## src/rtl/pc_sequencer_if.sv

```systemverilog
// Front-end sequencing bundle between the pipeline (master) and pc_sequencer (slave).
// Define PC_SEQUENCER_PERF_EN to add the performance counter outputs.
interface pc_sequencer_if #(
    parameter int ADDRESS_WIDTH = 12
);
    logic [ADDRESS_WIDTH-1:0] pc_current;
    logic                     imem_ready;
    logic                     load_use_hazard;
    logic                     jump_valid;
    logic [ADDRESS_WIDTH-1:0] jump_target;
    logic                     branch_taken;
    logic [ADDRESS_WIDTH-1:0] branch_target;
    logic                     trap_req;
    logic                     halt_req;
    logic                     resume;

    logic [ADDRESS_WIDTH-1:0] next_pc;
    logic                     pc_stall;
    logic                     pc_flush;
    logic                     if_id_stall;
    logic                     if_id_flush;
    logic                     id_ex_flush;
    logic [1:0]               seq_state;
`ifdef PC_SEQUENCER_PERF_EN
    logic [31:0]              perf_stall_cnt;
    logic [31:0]              perf_redirect_cnt;
`endif

    modport master (
`ifdef PC_SEQUENCER_PERF_EN
        input  perf_stall_cnt, perf_redirect_cnt,
`endif
        output pc_current, imem_ready, load_use_hazard, jump_valid, jump_target,
               branch_taken, branch_target, trap_req, halt_req, resume,
        input  next_pc, pc_stall, pc_flush, if_id_stall, if_id_flush, id_ex_flush, seq_state
    );

    modport slave (
`ifdef PC_SEQUENCER_PERF_EN
        output perf_stall_cnt, perf_redirect_cnt,
`endif
        input  pc_current, imem_ready, load_use_hazard, jump_valid, jump_target,
               branch_taken, branch_target, trap_req, halt_req, resume,
        output next_pc, pc_stall, pc_flush, if_id_stall, if_id_flush, id_ex_flush, seq_state
    );
endinterface

```

## src/rtl/pc_sequencer.sv

```systemverilog
// PC / IF-ID / ID-EX sequencer: trap > branch > jump > sequential, with redirects latched across slow fetches.
// Outputs are combinational from state and inputs; PC_SEQUENCER_PERF_EN adds saturating stall/redirect counters.
module pc_sequencer #(
    parameter int ADDRESS_WIDTH = 12,
    parameter int DRAIN_CYCLES  = 3,
    parameter int PC_STEP       = 4
) (
    input logic           clk,
    input logic           reset,
    pc_sequencer_if.slave bus
);
    typedef logic [ADDRESS_WIDTH-1:0] addr_t;
    typedef enum logic [1:0] {
        RUN        = 2'd0,
        FETCH_WAIT = 2'd1,
        TRAP_DRAIN = 2'd2,
        HALTED     = 2'd3
    } state_t;

    localparam addr_t      STEP       = addr_t'(PC_STEP);
    localparam logic [3:0] DRAIN_INIT = 4'(DRAIN_CYCLES);

    state_t     state, state_nxt;
    logic       pend_valid, pend_valid_nxt;
    addr_t      pend_target, pend_target_nxt;
    logic [3:0] drain_cnt, drain_nxt;

    addr_t next_pc;
    logic  pc_stall, pc_flush, if_id_stall, if_id_flush, id_ex_flush;
    logic  redirect;

    always_ff @(posedge clk) begin
        if (!reset) begin
            state       <= RUN;
            pend_valid  <= 1'b0;
            pend_target <= '0;
            drain_cnt   <= '0;
        end else begin
            state       <= state_nxt;
            pend_valid  <= pend_valid_nxt;
            pend_target <= pend_target_nxt;
            drain_cnt   <= drain_nxt;
        end
    end

    always_comb begin
        state_nxt       = state;
        pend_valid_nxt  = pend_valid;
        pend_target_nxt = pend_target;
        drain_nxt       = drain_cnt;
        next_pc         = bus.pc_current + STEP;
        pc_stall        = 1'b0;
        pc_flush        = 1'b0;
        if_id_stall     = 1'b0;
        if_id_flush     = 1'b0;
        id_ex_flush     = 1'b0;
        redirect        = 1'b0;

        // A trap wins in every state except TRAP_DRAIN, where it only restarts the drain.
        if (bus.trap_req && state != TRAP_DRAIN) begin
            pc_flush       = 1'b1;
            if_id_flush    = 1'b1;
            id_ex_flush    = 1'b1;
            pend_valid_nxt = 1'b0;
            drain_nxt      = DRAIN_INIT;
            state_nxt      = TRAP_DRAIN;
        end else begin
            case (state)
                RUN: begin
                    if (bus.halt_req) begin
                        pc_stall    = 1'b1;
                        if_id_flush = 1'b1;
                        state_nxt   = HALTED;
                    end else if (bus.branch_taken || bus.jump_valid) begin
                        if_id_flush = 1'b1;
                        id_ex_flush = bus.branch_taken;
                        if (bus.imem_ready) begin
                            next_pc  = bus.branch_taken ? bus.branch_target : bus.jump_target;
                            redirect = 1'b1;
                        end else begin
                            pc_stall        = 1'b1;
                            pend_valid_nxt  = 1'b1;
                            pend_target_nxt = bus.branch_taken ? bus.branch_target : bus.jump_target;
                            state_nxt       = FETCH_WAIT;
                        end
                    end else if (bus.load_use_hazard) begin
                        pc_stall    = 1'b1;
                        if_id_stall = 1'b1;
                        id_ex_flush = 1'b1;
                    end else if (!bus.imem_ready) begin
                        pc_stall    = 1'b1;
                        if_id_flush = 1'b1;
                        state_nxt   = FETCH_WAIT;
                    end
                end
                FETCH_WAIT: begin
                    if (bus.branch_taken) begin
                        id_ex_flush     = 1'b1;
                        pend_valid_nxt  = 1'b1;
                        pend_target_nxt = bus.branch_target;
                    end else if (bus.jump_valid && !pend_valid) begin
                        pend_valid_nxt  = 1'b1;
                        pend_target_nxt = bus.jump_target;
                    end
                    if (!bus.imem_ready) begin
                        pc_stall    = 1'b1;
                        if_id_flush = 1'b1;
                    end else begin
                        // A redirect arriving on the completion cycle is honoured immediately.
                        if (pend_valid_nxt) begin
                            next_pc  = pend_target_nxt;
                            redirect = 1'b1;
                        end
                        pend_valid_nxt = 1'b0;
                        state_nxt      = RUN;
                    end
                end
                TRAP_DRAIN: begin
                    pc_stall    = 1'b1;
                    if_id_flush = 1'b1;
                    id_ex_flush = 1'b1;
                    if (bus.trap_req) begin
                        drain_nxt = DRAIN_INIT;
                    end else if (drain_cnt <= 4'd1) begin
                        drain_nxt = '0;
                        state_nxt = RUN;
                    end else begin
                        drain_nxt = drain_cnt - 4'd1;
                    end
                end
                default: begin
                    pc_stall    = 1'b1;
                    if_id_flush = 1'b1;
                    if (bus.resume && !bus.halt_req) begin
                        state_nxt = RUN;
                    end
                end
            endcase
        end

        if (!reset) begin
            next_pc     = bus.pc_current;
            pc_stall    = 1'b1;
            pc_flush    = 1'b0;
            if_id_stall = 1'b0;
            if_id_flush = 1'b1;
            id_ex_flush = 1'b1;
            redirect    = 1'b0;
        end
    end

    assign bus.next_pc     = next_pc;
    assign bus.pc_stall    = pc_stall;
    assign bus.pc_flush    = pc_flush;
    assign bus.if_id_stall = if_id_stall;
    assign bus.if_id_flush = if_id_flush;
    assign bus.id_ex_flush = id_ex_flush;
    assign bus.seq_state   = state;

`ifdef PC_SEQUENCER_PERF_EN
    logic [31:0] stall_cnt, redirect_cnt;

    always_ff @(posedge clk) begin
        if (!reset) begin
            stall_cnt    <= '0;
            redirect_cnt <= '0;
        end else begin
            if (pc_stall && stall_cnt != 32'hFFFF_FFFF) begin
                stall_cnt <= stall_cnt + 32'd1;
            end
            if (redirect && !pc_stall && redirect_cnt != 32'hFFFF_FFFF) begin
                redirect_cnt <= redirect_cnt + 32'd1;
            end
        end
    end

    assign bus.perf_stall_cnt    = stall_cnt;
    assign bus.perf_redirect_cnt = redirect_cnt;
`endif
endmodule

```

## src/flat_wrapper.sv

```systemverilog
// flat-port wrapper written by rule: the top's interface ports become plain ports
module pc_sequencer_flat 
#(
    parameter int ADDRESS_WIDTH = 12,
    parameter int DRAIN_CYCLES  = 3,
    parameter int PC_STEP       = 4
)
  (clk, reset, bus_pc_current, bus_imem_ready, bus_load_use_hazard, bus_jump_valid, bus_jump_target, bus_branch_taken, bus_branch_target, bus_trap_req, bus_halt_req, bus_resume, bus_next_pc, bus_pc_stall, bus_pc_flush, bus_if_id_stall, bus_if_id_flush, bus_id_ex_flush, bus_seq_state);
  pc_sequencer_if #(.ADDRESS_WIDTH(ADDRESS_WIDTH)) bus_i ();
  input logic clk;
  input logic reset;
  input wire logic [$bits(bus_i.pc_current)-1:0] bus_pc_current;
  input wire logic [$bits(bus_i.imem_ready)-1:0] bus_imem_ready;
  input wire logic [$bits(bus_i.load_use_hazard)-1:0] bus_load_use_hazard;
  input wire logic [$bits(bus_i.jump_valid)-1:0] bus_jump_valid;
  input wire logic [$bits(bus_i.jump_target)-1:0] bus_jump_target;
  input wire logic [$bits(bus_i.branch_taken)-1:0] bus_branch_taken;
  input wire logic [$bits(bus_i.branch_target)-1:0] bus_branch_target;
  input wire logic [$bits(bus_i.trap_req)-1:0] bus_trap_req;
  input wire logic [$bits(bus_i.halt_req)-1:0] bus_halt_req;
  input wire logic [$bits(bus_i.resume)-1:0] bus_resume;
  output wire logic [$bits(bus_i.next_pc)-1:0] bus_next_pc;
  output wire logic [$bits(bus_i.pc_stall)-1:0] bus_pc_stall;
  output wire logic [$bits(bus_i.pc_flush)-1:0] bus_pc_flush;
  output wire logic [$bits(bus_i.if_id_stall)-1:0] bus_if_id_stall;
  output wire logic [$bits(bus_i.if_id_flush)-1:0] bus_if_id_flush;
  output wire logic [$bits(bus_i.id_ex_flush)-1:0] bus_id_ex_flush;
  output wire logic [$bits(bus_i.seq_state)-1:0] bus_seq_state;
  assign bus_i.pc_current = bus_pc_current;
  assign bus_i.imem_ready = bus_imem_ready;
  assign bus_i.load_use_hazard = bus_load_use_hazard;
  assign bus_i.jump_valid = bus_jump_valid;
  assign bus_i.jump_target = bus_jump_target;
  assign bus_i.branch_taken = bus_branch_taken;
  assign bus_i.branch_target = bus_branch_target;
  assign bus_i.trap_req = bus_trap_req;
  assign bus_i.halt_req = bus_halt_req;
  assign bus_i.resume = bus_resume;
  assign bus_next_pc = bus_i.next_pc;
  assign bus_pc_stall = bus_i.pc_stall;
  assign bus_pc_flush = bus_i.pc_flush;
  assign bus_if_id_stall = bus_i.if_id_stall;
  assign bus_if_id_flush = bus_i.if_id_flush;
  assign bus_id_ex_flush = bus_i.id_ex_flush;
  assign bus_seq_state = bus_i.seq_state;
  pc_sequencer #(.ADDRESS_WIDTH(ADDRESS_WIDTH), .DRAIN_CYCLES(DRAIN_CYCLES), .PC_STEP(PC_STEP)) u_core (.clk(clk), .reset(reset), .bus(bus_i));
endmodule
```

## config.mk

```make
export PLATFORM = sky130hd
export DESIGN_NAME = pc_sequencer_flat
export DESIGN_NICKNAME = d
export VERILOG_FILES = /design/src/rtl/pc_sequencer_if.sv /design/src/rtl/pc_sequencer.sv /design/src/flat_wrapper.sv
export SDC_FILE = /design/constraint.sdc
export NUM_CORES = 1
export LEC_CHECK = 0
export ABC_AREA = 1
export CORE_UTILIZATION = 40
export CTS_CLUSTER_SIZE = 12
export DETAILED_ROUTE_END_ITERATION = 8
export MAX_ROUTING_LAYER = met4
export PLACE_DENSITY_LB_ADDON = 0.05
export REMOVE_ABC_BUFFERS = 1
export SYNTH_ARGS = -nofsm -noshare
export SYNTH_HDL_FRONTEND = slang
export SYNTH_SLANG_ARGS = --single-unit
```

## constraint.sdc

```tcl
create_clock -name clk -period 2.67 [get_ports clk]
set_clock_uncertainty 0.2 [all_clocks]
set_input_delay 0.534 -clock clk [delete_from_list [all_inputs] [get_ports clk]]
set_output_delay 0.534 -clock clk [all_outputs]
set_load 0.01 [all_outputs]
```

; ---- After elaboration in Yosys (flattened, before gate mapping)
; Cells that the tools add are included.
[word_totals]
ff_bits = 19
latchBits = 0
ramBits = 0
mem_bits_ro = 0
input_bits = 45
out_inout_bits = 19
elab_cells = 106
mem_count = 0
[op_classes]
add_sub_neg = 2
multipliers = 0
div_mod_pow = 0
magnitude_cmp = 1
eq_ne = 14
shifts = 0
mux = 65
n_bitwise = 2
reduce_logical = 16
[ops]
columns = operator, n
row1 = 12-bit two-way mux, 13
row2 = 12-bit one-hot mux with 2 select lines, 2
row3 = 1-bit two-way mux, 32
row4 = 2-bit two-way mux, 11
row5 = 5-bit AND reduction, 3
row6 = 12-bit by 3-bit adder with 12-bit output (second input constant), 1
row7 = 2-bit != test (second input constant), 5
row8 = 4-bit two-way mux, 2
row9 = 3-bit by 2-bit != test with 1-bit output (second input constant), 2
row10 = 1-bit one-hot mux with 2 select lines, 3
row11 = 2-bit one-hot mux with 3 select lines, 1
row12 = 5-bit by 3-bit != test with 1-bit output (second input constant), 1
row13 = 5-bit nonzero test, 1
row14 = 4-bit by 1-bit less-or-equal comparator with 1-bit output (second input constant), 1
row15 = 2-bit by 1-bit != test with 1-bit output (second input constant), 2
row16 = 4-bit by 3-bit != test with 1-bit output (second input constant), 1
row17 = 4-bit AND reduction, 1
row18 = 2-bit nonzero test, 2
row19 = 4-bit nonzero test, 1
row20 = 4-bit by 1-bit subtractor with 4-bit output (second input constant), 1
row21 = 1-bit logical AND, 3
row22 = 3-bit by 1-bit != test with 1-bit output (second input constant), 1
row23 = 1-bit one-hot mux with 3 select lines, 1
row24 = 2-bit by 1-bit == test with 1-bit output (second input constant), 1
row25 = other kinds (6), 8

; ---- Depth between registers and ports, before layout
; Gate-level depths: netlist of run 1.
[depth]
depth_word = 11
depth_mapped = 11
depth_no_buf = 11

; ---- Least setup slack after synthesis of run 1
; OpenSTA, ideal clock, no wires.
[synth_path]
path_kind = input to output
from = in bus_branch_taken
to = out bus_next_pc[6]
arrival_time_ps = 1566
required_time_ps = 1936
slack_ps = 370
path_stages = 10
n_path_buf = 1
path_cell_list = buf_6 > nor2_4 > nand2_2 > nand2_4 > nand2_1 > inv_1 > nand2_1 > nand3_1 > nand2_1 > a22oi_1
[synth_between]
elab_chain_cells = 8
word_cells_on_any_way = 14
classes_between = 13 x mux / 1 x reduce/logical
[synth_lines]
columns = item, line_no
row1 = "start, declared", flat_wrapper.sv:17  ; input wire logic [$bits(bus_i.branch_taken)-1:0] bus_branch_taken;
row2 = 1-bit two-way mux, pc_sequencer.sv:97  ; if (bus.branch_taken) begin
row3 = 1-bit two-way mux, pc_sequencer.sv:68  ; case (state)
row4 = 1-bit two-way mux, pc_sequencer.sv:60  ; if (bus.trap_req && state != TRAP_DRAIN) begin
row5 = 12-bit two-way mux, pc_sequencer.sv:110  ; if (pend_valid_nxt) begin
row6 = 12-bit two-way mux, pc_sequencer.sv:105  ; if (!bus.imem_ready) begin
row7 = 12-bit one-hot mux with 2 select lines (*), pc_sequencer.sv:68
row8 = 12-bit two-way mux (*), pc_sequencer.sv:60
row9 = 12-bit two-way mux (*), pc_sequencer.sv:141  ; if (!reset) begin
row10 = "end, declared", flat_wrapper.sv:22  ; output wire logic [$bits(bus_i.next_pc)-1:0] bus_next_pc;
; Mark *: on every way between the ends. The rest lies on a longest branch, timed or not. The select of a mux whose other input is x is not followed.

; ---- Worst setup path in the final report of run 1
[layout_path]
from = in bus_branch_taken
to = out bus_next_pc[5]
; Same word-level chain as after synthesis.

==> impl_metrics.csv, run 1 <==
group,metric,value,unit
layout,flow.area_growth_from_synthesis,69.8,%
layout,post_layout_nonfiller_instances,629,
die,die_area,6060,sq um
pwr,p_seq_share,21.0,%
pwr,p_total,1.65,mW
cts,worstSkewPairLatency,0.27,ns
pwr,p_leak,1.87,nW
sta,postLayoutSetupSlackWorst,0.0486,ns
global_route,number_of_global_route_vias_before_repair,2901,
logic_synthesis,synth_top_area_cell,"sky130_fd_sc_hd__nand2_1",
layout,num-fill-cells,510,
critical_path,register_to_register_setup_slack,0.70,ns
global_route,grt_use_total,29.2,%
logic_synthesis,synth.area.mux_share,0.435,%
global_route,grt_pass1_wl,13600,microns
die,io_pins,64,
pwr,clock_power_share,13.3,%
critical_path,reg2reg_to,"u_core.pend_target[6]$_SDFFE_PN0P_",
sta,maxSlewViolCount,0,
drt,router_iterations_before_antenna_repair,4,
critical_path,logic_depth_of_the_worst_register_to_register_path,7,
critical_path,worst_setup_path_endpoint,"bus_next_pc[5]",
pwr,worst_case_vdd_ir_drop,307,uV
critical_path,critical_path.reg2reg.startpoint,"u_core.bus.seq_state[1]$_SDFFE_PN0P_",
placed_design,placed_cells,607,
sta,fmax,381,MHz
logic_synthesis,postSynthCellCount,416,
cts,cts_num_sinks,19,
cts,clk_root_buffer_cell,"sky130_fd_sc_hd__clkbuf_8",
logic_synthesis,ys_async_sr_fraction,0,%
critical_path,timing.critical_path.from,"bus_branch_taken",
critical_path,setup.worst_path.start_class,"input port",
flow_run,drv_cap,0,
sta,max_slew.worst_pin.slew,0.495,ns
sta,final.period_utilization,98.2,%
drt,routed_via_density,5.21,
die,chipWidth,77.8,microns
cts,maximum_root_to_sink_buffer_count,2,
logic_synthesis,synth.most_common_cell,"sky130_fd_sc_hd__nand2_1",
logic_synthesis,synth_top_flop_cell,"sky130_fd_sc_hd__dfxtp_1",
cts,clk_transition_reported_paths,0.08,ns
cts,tritoncts,"done",
logic_synthesis,synth_top_family_by_area,"simple AND/OR/NAND/NOR gates",
sta,finalHoldViolations,0,
cts,cts-htree-levels,1,
sta,grt_setup_unrepaired,"true",
global_route,antenna_found_initial,0,
critical_path,critPathCaptureType,"output port",
pwr,swShare,43.4,%
logic_synthesis,complex_gate_fraction_of_the_synthesized_area,22.2,%
drt,routed_wire_length_per_instance,14.1,microns
logic_synthesis,synth_area_leaders,"sky130_fd_sc_hd__nand2_1, sky130_fd_sc_hd__dfxtp_1, sky130_fd_sc_hd__nand3_1",
logic_synthesis,synth_sequential_area_ratio,16.5,%
logic_synthesis,synth_edf_count,0,
logic_synthesis,synth.top_cells.by_count,"sky130_fd_sc_hd__nand2_1, sky130_fd_sc_hd__nand3_1, sky130_fd_sc_hd__inv_1",
layout,utilization,70.5,%
critical_path,timing.critical_path.fanout_max,4,
logic_synthesis,netlist_area_pre_place,2300,sq um
die,num_rows,27,
critical_path,worst-endpoint-arrival,1.89,ns
layout,finish.net_count,606,
drt,dr_total_vias,3277,
placed_design,io_buffer_count,63,
sta,final-setup-viol-count,0,
sta,max_slew_margin_vs_limit,66.9,%
drt,ant_nets,0,
pwr,power_spent_charging_and_discharging_nets,717,uW
pwr,cellInternalPower,934,uW
placed_design,detailedPlace.worstSlack,-0.750,ns
status,result_of_the_run,"complete, no violations",
die,die_height,77.8,microns
drt,remaining_drc_errors,0,
logic_synthesis,synthAdderAreaFrac,1.63,%
critical_path,timing_worst_setup_path_type,"input port to output port",
placed_design,post_dp_cell_area,3500,sq um
layout,antennaDiodeCount,0,
placed_design,detailed_place_hpwl,6370,microns
cts,tritoncts.num_buffers,3,
pwr,comb_power_share,65.7,%
global_route,grt_max_degree,25,
logic_synthesis,synth-simple-area-share,46.8,%
layout,layout-drive-gt1-share,35.0,%
hold_path,hold_path_class,"flip-flop to flip-flop",
drt,routed_wirelength,8860,microns
global_route,grt_overflow,0,
pwr,powerDensity,423,nW/um^2
drt,drt_iter0_drc,174,
die,core_area,5540,sq um
die,initial_core_util,41.5,%
sta,fin_crit,2.62,ns
layout,area_of_all_placed_cells_without_fillers,3910,sq um
logic_synthesis,warnings_from_yosys,0,
placed_design,gp_routability_congestion,0.915,
logic_synthesis,synth.distinct_cells,34,
logic_synthesis,synth.ff_latch_count,19,
critical_path,worstPathRequired,1.94,ns
logic_synthesis,avgSynthCellArea,5.53,sq um
logic_synthesis,synth.top_cell.area_share,19.4,%
logic_synthesis,post_synth_xor_area_fraction,1.14,%
==> flip-flops by register name (all words and copies together) (netlist names) <==
signal	flops
u_core.bus.seq_state	2
u_core.drain_cnt	4
u_core.pend_target	12
u_core.pend_valid	1
==> worst min path at each step <==
stage | slack, ns | startpoint | endpoint | cells past startpoint
2_1_floorplan | 0.28 | u_core.drain_cnt[2]$_SDFFE_PP0P_ | u_core.drain_cnt[2]$_SDFFE_PP0P_ | 2
3_3_place_gp | 0.29 | u_core.drain_cnt[2]$_SDFFE_PP0P_ | u_core.drain_cnt[2]$_SDFFE_PP0P_ | 2
3_5_place_dp | 0.30 | u_core.drain_cnt[2]$_SDFFE_PP0P_ | u_core.drain_cnt[2]$_SDFFE_PP0P_ | 2
4_1_cts | 0.32 | u_core.drain_cnt[2]$_SDFFE_PP0P_ | u_core.drain_cnt[2]$_SDFFE_PP0P_ | 2
5_1_grt | 0.33 | u_core.drain_cnt[2]$_SDFFE_PP0P_ | u_core.drain_cnt[2]$_SDFFE_PP0P_ | 2
6_report | 0.32 | u_core.pend_target[2]$_SDFFE_PN0P_ | u_core.pend_target[2]$_SDFFE_PN0P_ | 2
==> cell type report <==
class | instances | area (sq um) | area share [%]
sequential | 19 | 383 | 9.80
timing repair buffer | 153 | 1310 | 33.5
clock buffer | 4 | 45.0 | 1.15
inverter | 45 | 178 | 4.55
tap | 72 | 90.1 | 2.31
multi-input combinational | 336 | 1900 | 48.6
==> through the flow <==
| step | hold slack (ns) | setup TNS, ns |
|---|---|---|
| final | 0.324 | 0 |
| after global routing | 0.331 | -0.0985 |
| after CTS | 0.316 | -0.138 |
| after detailed placement | 0.303 | -9.76 |
| after global placement | 0.292 | -9.67 |
| after floorplan | 0.280 | 0 |
==> layout by cell type (no fill, tap or decap), types with 14 or more instances in the layout <==
master                              n
sky130_fd_sc_hd__nand2_1          106
sky130_fd_sc_hd__buf_4             75
sky130_fd_sc_hd__nand3_1           45
sky130_fd_sc_hd__inv_1             32
sky130_fd_sc_hd__clkdlybuf4s50_1   31
sky130_fd_sc_hd__o21ai_0           24
sky130_fd_sc_hd__nor2_1            22
sky130_fd_sc_hd__a31oi_1           18
sky130_fd_sc_hd__a21oi_1           17
sky130_fd_sc_hd__dfxtp_1           17
sky130_fd_sc_hd__or2_2             14
sky130_fd_sc_hd__nor2_4            14
==> power by group through the flow <==
stage	sequential, mW	combinational, mW	clock [mW]
after floorplan	0.357	0.468	0
after global placement	0.347	0.952	0
after detailed placement	0.350	0.956	0
after CTS	0.345	0.988	0.223
after global routing	0.351	1.18	0.234
final	0.347	1.09	0.219
==> timing repair <==
action | 4_1_cts | 5_1_grt
setup endpoints to repair | 17 | 14
hold buffers | 0 | 0
pin swaps | 13 | 23
buffers inserted | 10 | 7
resized for setup | 103 | 77
gates cloned | 1 | 0
==> cells by family after synthesis <==
group,count (synthesis)
compound gates,93
xor+xnor,3
fa+ha+maj,3
buf+inv,61
flops,19
mux,1
simple gates,236
==> layer usage <==
layer,vias up,part of all wire (%),track usage (%)
li1,1666,-,-
met5,-,0,-
met2,94,48,47.6
met1,1499,46,37.9
met3,18,5.1,3.41
met4,0,1.5,7.92
==> worst max-delay path, cell delays in order <==
cell                      delay (ns)
sky130_fd_sc_hd__buf_6          0.10
sky130_fd_sc_hd__buf_6          0.11
sky130_fd_sc_hd__nor2_4         0.15
sky130_fd_sc_hd__nand2_2        0.10
sky130_fd_sc_hd__nand2_4        0.11
sky130_fd_sc_hd__nand2_4        0.06
sky130_fd_sc_hd__inv_4          0.06
sky130_fd_sc_hd__buf_6          0.10
sky130_fd_sc_hd__buf_6          0.08
sky130_fd_sc_hd__nand2_1        0.04
sky130_fd_sc_hd__nand3_1        0.09
sky130_fd_sc_hd__nand2_1        0.07
sky130_fd_sc_hd__a21oi_2        0.13
sky130_fd_sc_hd__buf_2          0.14
Power figures use the tool's default switching activity.
==> run 2: changes to the inputs <==
Settings changed: HOLD_SLACK_MARGIN set to 0.15.
==> results of run 2 <==
Same layout as run 1: the final DEF is identical, and so are final timing and power.
